$ cat config.mk
export PLATFORM = sky130hd
export DESIGN_NAME = interrupt_ack_sequencer_flat
export DESIGN_NICKNAME = d
export VERILOG_FILES = /design/src/rtl/interrupt_ack_sequencer_pkg.sv /design/src/rtl/interrupt_ack_sequencer_if.sv /design/src/rtl/interrupt_ack_sequencer_inta_edge_detector.sv /design/src/rtl/interrupt_ack_sequencer.sv /design/src/flat_wrapper.sv
export SDC_FILE = /design/constraint.sdc
export NUM_CORES = 1
export LEC_CHECK = 0
export CAP_MARGIN = 20
export CORE_MARGIN = 3
export CORE_UTILIZATION = 35
export CTS_CLUSTER_SIZE = 10
export DETAILED_ROUTE_END_ITERATION = 10
export PLACE_DENSITY = 0.63
export SYNTH_ARGS = -nofsm -noshare
export SYNTH_HDL_FRONTEND = slang
export SYNTH_SLANG_ARGS = --single-unit
$ cat constraint.sdc
create_clock -name clock -period 4.2 [get_ports clock]
set_input_delay 0.63 -clock clock [delete_from_list [all_inputs] [get_ports clock]]
set_output_delay 0.63 -clock clock [all_outputs]
set_load 0.05 [all_outputs]
$ cat src/rtl/interrupt_ack_sequencer_pkg.sv
// Shared types, constants and level/one-hot helpers for the 8259A
// interrupt acknowledge sequencer.
package pic8259_pkg;

    localparam int NUM_IRQ = 8;
    localparam int LEVEL_W = 3;

    // Acknowledge sequence states; all four encodings are used.
    typedef enum logic [1:0] {
        IDLE = 2'd0,
        ACK1 = 2'd1,
        ACK2 = 2'd2,
        ACK3 = 2'd3
    } ack_state_t;

    // OCW2 {R, SL, EOI} command codes.
    localparam logic [2:0] OCW2_NS_EOI  = 3'b001;
    localparam logic [2:0] OCW2_SP_EOI  = 3'b011;
    localparam logic [2:0] OCW2_ROT_NS  = 3'b101;
    localparam logic [2:0] OCW2_ROT_SP  = 3'b111;
    localparam logic [2:0] OCW2_SET_PRI = 3'b110;

    // Encode a one-hot vector to its level; the lowest set bit wins if
    // more than one bit is set, and an all-zero vector encodes as 0.
    function automatic logic [LEVEL_W-1:0] onehot_to_level(input logic [NUM_IRQ-1:0] onehot);
        logic [LEVEL_W-1:0] level;
        level = {LEVEL_W{1'b0}};
        for (int i = NUM_IRQ - 1; i >= 0; i--) begin
            if (onehot[i]) begin
                level = LEVEL_W'(i);
            end else begin
                level = level;
            end
        end
        return level;
    endfunction

    // Decode a level to its one-hot bit.
    function automatic logic [NUM_IRQ-1:0] level_to_onehot(input logic [LEVEL_W-1:0] level);
        return {{(NUM_IRQ - 1){1'b0}}, 1'b1} << level;
    endfunction

endpackage

$ cat src/rtl/interrupt_ack_sequencer_if.sv
// Signal bundle between the acknowledge sequencer and the rest of the PIC.
// The slave modport is the sequencer's view; master is the driver's view.
interface interrupt_ack_sequencer_if;
    import pic8259_pkg::*;

    logic                 interrupt_acknowledge_n;
    logic [NUM_IRQ-1:0]   interrupt_to_service;
    logic [NUM_IRQ-1:0]   highest_level_in_service;
    logic                 mode_8086;
    logic                 auto_eoi;
    logic                 rotate_on_aeoi;
    logic                 ocw2_valid;
    logic [2:0]           ocw2_command;
    logic [LEVEL_W-1:0]   ocw2_level;

    logic                 interrupt_out;
    logic [NUM_IRQ-1:0]   in_service_register;
    logic [LEVEL_W-1:0]   priority_rotate;
    logic                 freeze_request;
    logic                 vector_enable;
    logic [LEVEL_W-1:0]   ack_level;

    modport slave (
        input  interrupt_acknowledge_n, interrupt_to_service, highest_level_in_service,
               mode_8086, auto_eoi, rotate_on_aeoi, ocw2_valid, ocw2_command, ocw2_level,
        output interrupt_out, in_service_register, priority_rotate, freeze_request,
               vector_enable, ack_level
    );

    modport master (
        output interrupt_acknowledge_n, interrupt_to_service, highest_level_in_service,
               mode_8086, auto_eoi, rotate_on_aeoi, ocw2_valid, ocw2_command, ocw2_level,
        input  interrupt_out, in_service_register, priority_rotate, freeze_request,
               vector_enable, ack_level
    );

endinterface

$ cat src/rtl/interrupt_ack_sequencer_inta_edge_detector.sv
// INTA# edge detector: keeps the previous INTA# sample and flags falling and
// rising edges combinationally so the FSM acts on them at the next clock edge.
module inta_edge_detector (
    input  logic clk_i,
    input  logic rst_i,
    input  logic inta_n_i,
    output logic fall_o,
    output logic rise_o
);

    logic prev_q;

    // Previous INTA# sample; resets to the idle (high) pin level.
    always_ff @(posedge clk_i or posedge rst_i) begin
        if (rst_i) begin
            prev_q <= 1'b1;
        end else begin
            prev_q <= inta_n_i;
        end
    end

    assign fall_o = prev_q & ~inta_n_i;
    assign rise_o = ~prev_q & inta_n_i;

endmodule

$ cat src/rtl/interrupt_ack_sequencer.sv
// 8259A interrupt acknowledge sequencer: runs the 2-pulse (8086) or 3-pulse
// (8080/85) INTA# sequence, owns the in-service register and the priority
// rotation pointer, and applies EOI / rotate / set-priority commands.
module interrupt_ack_sequencer #(
    parameter int NUM_IRQ        = 8,
    parameter int SPURIOUS_LEVEL = 7
) (
    input  logic                       clock,
    input  logic                       reset,
    interrupt_ack_sequencer_if.slave   bus
);
    import pic8259_pkg::*;

    ack_state_t           state_q, state_d;
    logic                 inta_fall, inta_rise;
    logic                 seq_start, seq_end;

    logic [NUM_IRQ-1:0]   isr_q, isr_d;
    logic [LEVEL_W-1:0]   rotate_q, rotate_d;
    logic                 int_q, int_d;
    logic                 freeze_q, freeze_d;
    logic                 vec_en_q, vec_en_d;
    logic [LEVEL_W-1:0]   ack_level_q, ack_level_d;
    logic                 spurious_q, spurious_d;

    logic                 request_present;
    logic [LEVEL_W-1:0]   request_level;
    logic [NUM_IRQ-1:0]   set_mask, clear_mask;

    inta_edge_detector u_inta_edge (
        .clk_i    (clock),
        .rst_i    (reset),
        .inta_n_i (bus.interrupt_acknowledge_n),
        .fall_o   (inta_fall),
        .rise_o   (inta_rise)
    );

    assign request_present = |bus.interrupt_to_service;
    assign request_level   = onehot_to_level(bus.interrupt_to_service);

    // Acknowledge FSM state register.
    always_ff @(posedge clock or posedge reset) begin
        if (reset) begin
            state_q <= IDLE;
        end else begin
            state_q <= state_d;
        end
    end

    // Next state, sequence start/end events and next values of the pin outputs.
    always_comb begin
        state_d     = state_q;
        seq_start   = 1'b0;
        seq_end     = 1'b0;
        ack_level_d = ack_level_q;
        spurious_d  = spurious_q;
        case (state_q)
            IDLE: begin
                if (inta_fall) begin
                    state_d     = ACK1;
                    seq_start   = 1'b1;
                    ack_level_d = request_present ? request_level : LEVEL_W'(SPURIOUS_LEVEL);
                    spurious_d  = ~request_present;
                end else begin
                    state_d = IDLE;
                end
            end
            ACK1: begin
                state_d = inta_fall ? ACK2 : ACK1;
            end
            ACK2: begin
                // Mode is re-read every cycle, so a mid-sequence change only
                // selects which edge ends or advances ACK2.
                if (bus.mode_8086) begin
                    seq_end = inta_rise;
                    state_d = inta_rise ? IDLE : ACK2;
                end else begin
                    state_d = inta_fall ? ACK3 : ACK2;
                end
            end
            ACK3: begin
                seq_end = inta_rise;
                state_d = inta_rise ? IDLE : ACK3;
            end
            default: begin
                state_d = IDLE;
            end
        endcase

        // Vector bytes are driven during ACK2/ACK3 pulses, and during the
        // first pulse only in 8080 mode.
        case (state_d)
            ACK1:       vec_en_d = ~bus.mode_8086 & ~bus.interrupt_acknowledge_n;
            ACK2, ACK3: vec_en_d = ~bus.interrupt_acknowledge_n;
            default:    vec_en_d = 1'b0;
        endcase

        freeze_d = (state_d != IDLE);
        int_d    = (state_d == IDLE) ? request_present : 1'b0;
    end

    // ISR and rotate next-state: clear masks are applied before set masks so
    // a simultaneous set wins; an OCW2 rotate overrides an AEOI rotate.
    always_comb begin
        set_mask   = {NUM_IRQ{1'b0}};
        clear_mask = {NUM_IRQ{1'b0}};
        rotate_d   = rotate_q;

        if (seq_start && request_present) begin
            set_mask = level_to_onehot(request_level);
        end else begin
            set_mask = {NUM_IRQ{1'b0}};
        end

        if (seq_end && bus.auto_eoi) begin
            clear_mask = spurious_q ? {NUM_IRQ{1'b0}} : level_to_onehot(ack_level_q);
            rotate_d   = bus.rotate_on_aeoi ? ack_level_q : rotate_q;
        end else begin
            clear_mask = {NUM_IRQ{1'b0}};
        end

        if (bus.ocw2_valid) begin
            case (bus.ocw2_command)
                OCW2_NS_EOI: begin
                    clear_mask = clear_mask | bus.highest_level_in_service;
                end
                OCW2_SP_EOI: begin
                    clear_mask = clear_mask | level_to_onehot(bus.ocw2_level);
                end
                OCW2_ROT_NS: begin
                    // With nothing in service the mask is zero and the
                    // pointer is left alone.
                    clear_mask = clear_mask | bus.highest_level_in_service;
                    rotate_d   = (|bus.highest_level_in_service)
                                 ? onehot_to_level(bus.highest_level_in_service) : rotate_d;
                end
                OCW2_ROT_SP: begin
                    clear_mask = clear_mask | level_to_onehot(bus.ocw2_level);
                    rotate_d   = bus.ocw2_level;
                end
                OCW2_SET_PRI: begin
                    rotate_d = bus.ocw2_level;
                end
                default: begin
                    rotate_d = rotate_d;
                end
            endcase
        end else begin
            rotate_d = rotate_d;
        end

        isr_d = (isr_q & ~clear_mask) | set_mask;
    end

    // ISR, rotate pointer, acknowledged level and pin output registers.
    always_ff @(posedge clock or posedge reset) begin
        if (reset) begin
            isr_q       <= {NUM_IRQ{1'b0}};
            rotate_q    <= 3'b111;
            int_q       <= 1'b0;
            freeze_q    <= 1'b0;
            vec_en_q    <= 1'b0;
            ack_level_q <= 3'd0;
            spurious_q  <= 1'b0;
        end else begin
            isr_q       <= isr_d;
            rotate_q    <= rotate_d;
            int_q       <= int_d;
            freeze_q    <= freeze_d;
            vec_en_q    <= vec_en_d;
            ack_level_q <= ack_level_d;
            spurious_q  <= spurious_d;
        end
    end

    assign bus.in_service_register = isr_q;
    assign bus.priority_rotate     = rotate_q;
    assign bus.interrupt_out       = int_q;
    assign bus.freeze_request      = freeze_q;
    assign bus.vector_enable       = vec_en_q;
    assign bus.ack_level           = ack_level_q;

endmodule

$ cat src/flat_wrapper.sv
// flat-port wrapper written by rule: the top's interface ports become plain ports
module interrupt_ack_sequencer_flat import pic8259_pkg::*;
#(
    parameter int NUM_IRQ        = 8,
    parameter int SPURIOUS_LEVEL = 7
)
  (clock, reset, bus_interrupt_acknowledge_n, bus_interrupt_to_service, bus_highest_level_in_service, bus_mode_8086, bus_auto_eoi, bus_rotate_on_aeoi, bus_ocw2_valid, bus_ocw2_command, bus_ocw2_level, bus_interrupt_out, bus_in_service_register, bus_priority_rotate, bus_freeze_request, bus_vector_enable, bus_ack_level);
  interrupt_ack_sequencer_if bus_i ();
  input  logic clock;
  input  logic reset;
  input wire logic [$bits(bus_i.interrupt_acknowledge_n)-1:0] bus_interrupt_acknowledge_n;
  input wire logic [$bits(bus_i.interrupt_to_service)-1:0] bus_interrupt_to_service;
  input wire logic [$bits(bus_i.highest_level_in_service)-1:0] bus_highest_level_in_service;
  input wire logic [$bits(bus_i.mode_8086)-1:0] bus_mode_8086;
  input wire logic [$bits(bus_i.auto_eoi)-1:0] bus_auto_eoi;
  input wire logic [$bits(bus_i.rotate_on_aeoi)-1:0] bus_rotate_on_aeoi;
  input wire logic [$bits(bus_i.ocw2_valid)-1:0] bus_ocw2_valid;
  input wire logic [$bits(bus_i.ocw2_command)-1:0] bus_ocw2_command;
  input wire logic [$bits(bus_i.ocw2_level)-1:0] bus_ocw2_level;
  output wire logic [$bits(bus_i.interrupt_out)-1:0] bus_interrupt_out;
  output wire logic [$bits(bus_i.in_service_register)-1:0] bus_in_service_register;
  output wire logic [$bits(bus_i.priority_rotate)-1:0] bus_priority_rotate;
  output wire logic [$bits(bus_i.freeze_request)-1:0] bus_freeze_request;
  output wire logic [$bits(bus_i.vector_enable)-1:0] bus_vector_enable;
  output wire logic [$bits(bus_i.ack_level)-1:0] bus_ack_level;
  assign bus_i.interrupt_acknowledge_n = bus_interrupt_acknowledge_n;
  assign bus_i.interrupt_to_service = bus_interrupt_to_service;
  assign bus_i.highest_level_in_service = bus_highest_level_in_service;
  assign bus_i.mode_8086 = bus_mode_8086;
  assign bus_i.auto_eoi = bus_auto_eoi;
  assign bus_i.rotate_on_aeoi = bus_rotate_on_aeoi;
  assign bus_i.ocw2_valid = bus_ocw2_valid;
  assign bus_i.ocw2_command = bus_ocw2_command;
  assign bus_i.ocw2_level = bus_ocw2_level;
  assign bus_interrupt_out = bus_i.interrupt_out;
  assign bus_in_service_register = bus_i.in_service_register;
  assign bus_priority_rotate = bus_i.priority_rotate;
  assign bus_freeze_request = bus_i.freeze_request;
  assign bus_vector_enable = bus_i.vector_enable;
  assign bus_ack_level = bus_i.ack_level;
  interrupt_ack_sequencer #(.NUM_IRQ(NUM_IRQ), .SPURIOUS_LEVEL(SPURIOUS_LEVEL)) u_core (.clock(clock), .reset(reset), .bus(bus_i));
endmodule
==> results_dict.tcl <==
set metrics [dict create \
    status "completed" \
    r2r_cells 4 \
    clockBufferDepth 2 \
    clock_skew_ps 4.35 \
    drc_errors 0 \
    clkSlewWorstSetupHoldPaths_ps 90 \
    cts_setup_buffers 0 \
    slew_headroom_pct 44.6 \
    antenna_left 0 \
    path_buf_inv 1 \
    nNetsFinal 226 \
    startpoint_type "flop" \
    fin_crit_sh_pct 54.9 \
    grt_pass1_wl_microns 6090 \
    p_leak_nw 0.740 \
    gp_congestion 0.847 \
    cts_tree "done" \
    ir_drop_uv 158 \
    critPathRequiredTime_ps 3570 \
    max_stage_delay_ps 870 \
    die_y_microns 68.0 \
    cp_top_family "buffers and inverters" \
    async_flop_share_pct 100 \
    hp-class "reg2reg" \
    die_w_microns 68.0 \
    area_delta_synth_final_pct 39.4 \
    ys_ff_latch 21 \
    whs_ps 571 \
    synth_edf_count 0 \
    cts_buffers 3 \
    drtPass1Iterations 4 \
    syn_inst 151 \
    h-tree-depth 1 \
    cts.sinks 21 \
    dpl.hpwl_microns 3040 \
    ys_types 49 \
    num_rows 21 \
    grt_antenna_before_repair 0 \
    synth_top_area_share_pct 31.6 \
    drive_gt1_share_pct 6.63 \
    crit_fanout 9 \
    min_path_cells 2 \
    ys_warn_count 0 \
    cp.arrival_ps 1680 \
    cp_cell_sequence "clkdlybuf4s50_1" \
    clk-insertion-delay-late_ps 270 \
    fillers 328 \
    cts-root-buf "clkbuf_8" \
    grt_overflow 0 \
    slew_viol_final 0 \
    dieArea_sq_um 4620 \
    grt_max_degree 22 \
    core_area_sq_um 3520 \
    synth_top_cell_by_area "dfrtp_1" \
    min_period_ps 2310 \
    io_buffers 45 \
    crit_type "reg2out" \
    cp_num_cells 1 \
    drt_wl_total_microns 3900 \
    drtIter0Drc 104 \
    maxCapViolCount 0 \
    fmax_ghz 0.433 \
    tightest_slew_ps 831 \
    ys_seq_area_share_pct 39.4 \
    power_density_nw_per_um2 437 \
    final_cell_mix "clkdlybuf4s50_1, dfrtp_1, nor2_1" \
    grt_pass1_vias 1286 \
    avgSynthCellArea_sq_um 8.91 \
    final_common_cell "clkdlybuf4s50_1" \
    synthFlopType "dfrtp_1" \
    pin_count 46 \
    rrSetupSlack_ps 2640 \
    cts_resized 0 \
    track_usage_pct 17.5 \
    diodes 0 \
    syn_area_sq_um 1350 \
    setup_viol 0 \
    vias_per_cell 5.69 \
    rsz0062_at_grt "no" \
    setup_tns_ps 0 \
    num_vias 1378 \
    crit_slowest_cell "clkdlybuf4s50_1" \
    cp-end-kind "output pin" \
    start_util_pct 38.2 \
    ctsHoldBuffers 0 \
    synth_top_cells_by_area "dfrtp_1, dfstp_2, nor2_1, o221ai_1, inv_1" \
    finalHoldViolCount 0 \
    wire_per_inst_microns 16.1 \
    mappedNetlistNets 180 \
]
state kept, by name, summed over array words and instances, names as in the netlist:
signal and count:
u_core.bus.in_service_register 8, u_core.bus.ack_level 3, u_core.bus.priority_rotate 3, u_core.state_q 2
u_core.bus.freeze_request 1, u_core.bus.interrupt_out 1, u_core.bus.vector_enable 1, u_core.spurious_q 1
u_core.u_inta_edge.prev_q 1
worst reg2reg max path, cell delays in order (launching register included):
cell,delay [ps]
dfrtp_1,500
o21bai_1,220
nor2_1,380
a31oi_1,170
a21o_1,180
cells in the mapped netlist (3+ instances only):
| cell | instances |
|---|---|
| nor3_1 | 3 |
| nand4b_1 | 4 |
| nor2_1 | 15 |
| nand2b_1 | 3 |
| nand2_1 | 11 |
| o31ai_1 | 3 |
| o221ai_1 | 5 |
| a31oi_1 | 4 |
| dfstp_2 | 4 |
| o311ai_0 | 3 |
| nand4_1 | 5 |
| buf_2 | 3 |
| dfrtp_1 | 17 |
| o21ai_0 | 4 |
| inv_1 | 11 |
| o21ai_1 | 5 |
| a21oi_1 | 7 |
power by group:
| part | switching (mW) | leakage (nW) | total, mW | internal (mW) |
|---|---|---|---|---|
| Clock | 0.0742 | 0.0217 | 0.141 | 0.0672 |
| Sequential | 0.0591 | 0.263 | 0.310 | 0.250 |
| Combinational | 0.233 | 0.455 | 0.369 | 0.136 |
| Total | 0.367 | 0.740 | 0.820 | 0.453 |
path summary, 6_finish.rpt:
kind,from,endpoint
worst max-delay path,u_core.bus.ack_level[0]$_DFFE_PP0P_,bus_ack_level[0]
worst min-delay path,u_core.bus.priority_rotate[2]$_DFF_PP1_,u_core.bus.priority_rotate[2]$_DFF_PP1_
worst max register to register,u_core.state_q[0]$_DFF_PP0_,u_core.bus.in_service_register[6]$_DFF_PP0_
worst min register to register,u_core.bus.priority_rotate[2]$_DFF_PP1_,u_core.bus.priority_rotate[2]$_DFF_PP1_
max in group asynchronous,reset,u_core.bus.in_service_register[5]$_DFF_PP0_
min in group asynchronous,reset,u_core.bus.vector_enable$_DFF_PP0_
per-stage QoR:
| step | setup slack (ps) | cells | power [mW] | instance area (sq um) | util, % |
|---|---|---|---|---|---|
| 6_report | 1890 | 242 | 0.820 | 1880 | 53.3 |
| 5_1_grt | 1830 | 242 | 0.864 | 1880 | 53.3 |
| 4_1_cts | 1900 | 242 | 0.823 | 1880 | 53.3 |
| 3_5_place_dp | 1870 | 238 | 0.681 | 1830 | 51.9 |
| 3_3_place_gp | 1890 | 238 | 0.678 | 1830 | 51.9 |
| 2_1_floorplan | 2510 | 151 | 0.535 | 1350 | - |
cell type report:
class | instances | area, sq um | share of cell area (%)
flip-flops and latches | 21 | 531 | 28.3
clock buffers | 3 | 41.3 | 2.20
clock inverters | 1 | 7.51 | 0.400
repair buffers | 45 | 450 | 24.0
multi-input cells | 113 | 739 | 39.4
inverters | 13 | 48.8 | 2.60
well taps | 46 | 57.6 | 3.07
metal layers:
layer  up-vias  global-route usage (%)  routed length [microns]
met4         0                    3.72                       19
met5         -                       0                        0
met2        47                    26.7                     1830
li1        671                       -                        -
met3         2                    3.12                      271
met1       658                    25.6                     1780
kinds of logic after synthesis:
group / synth area share (%)
flops: 39.4
buf+inv: 5.58
simple gates: 27.4
compound gates: 26.0
mux: 1.49
No activity file was read; power rests on OpenSTA's default activity.
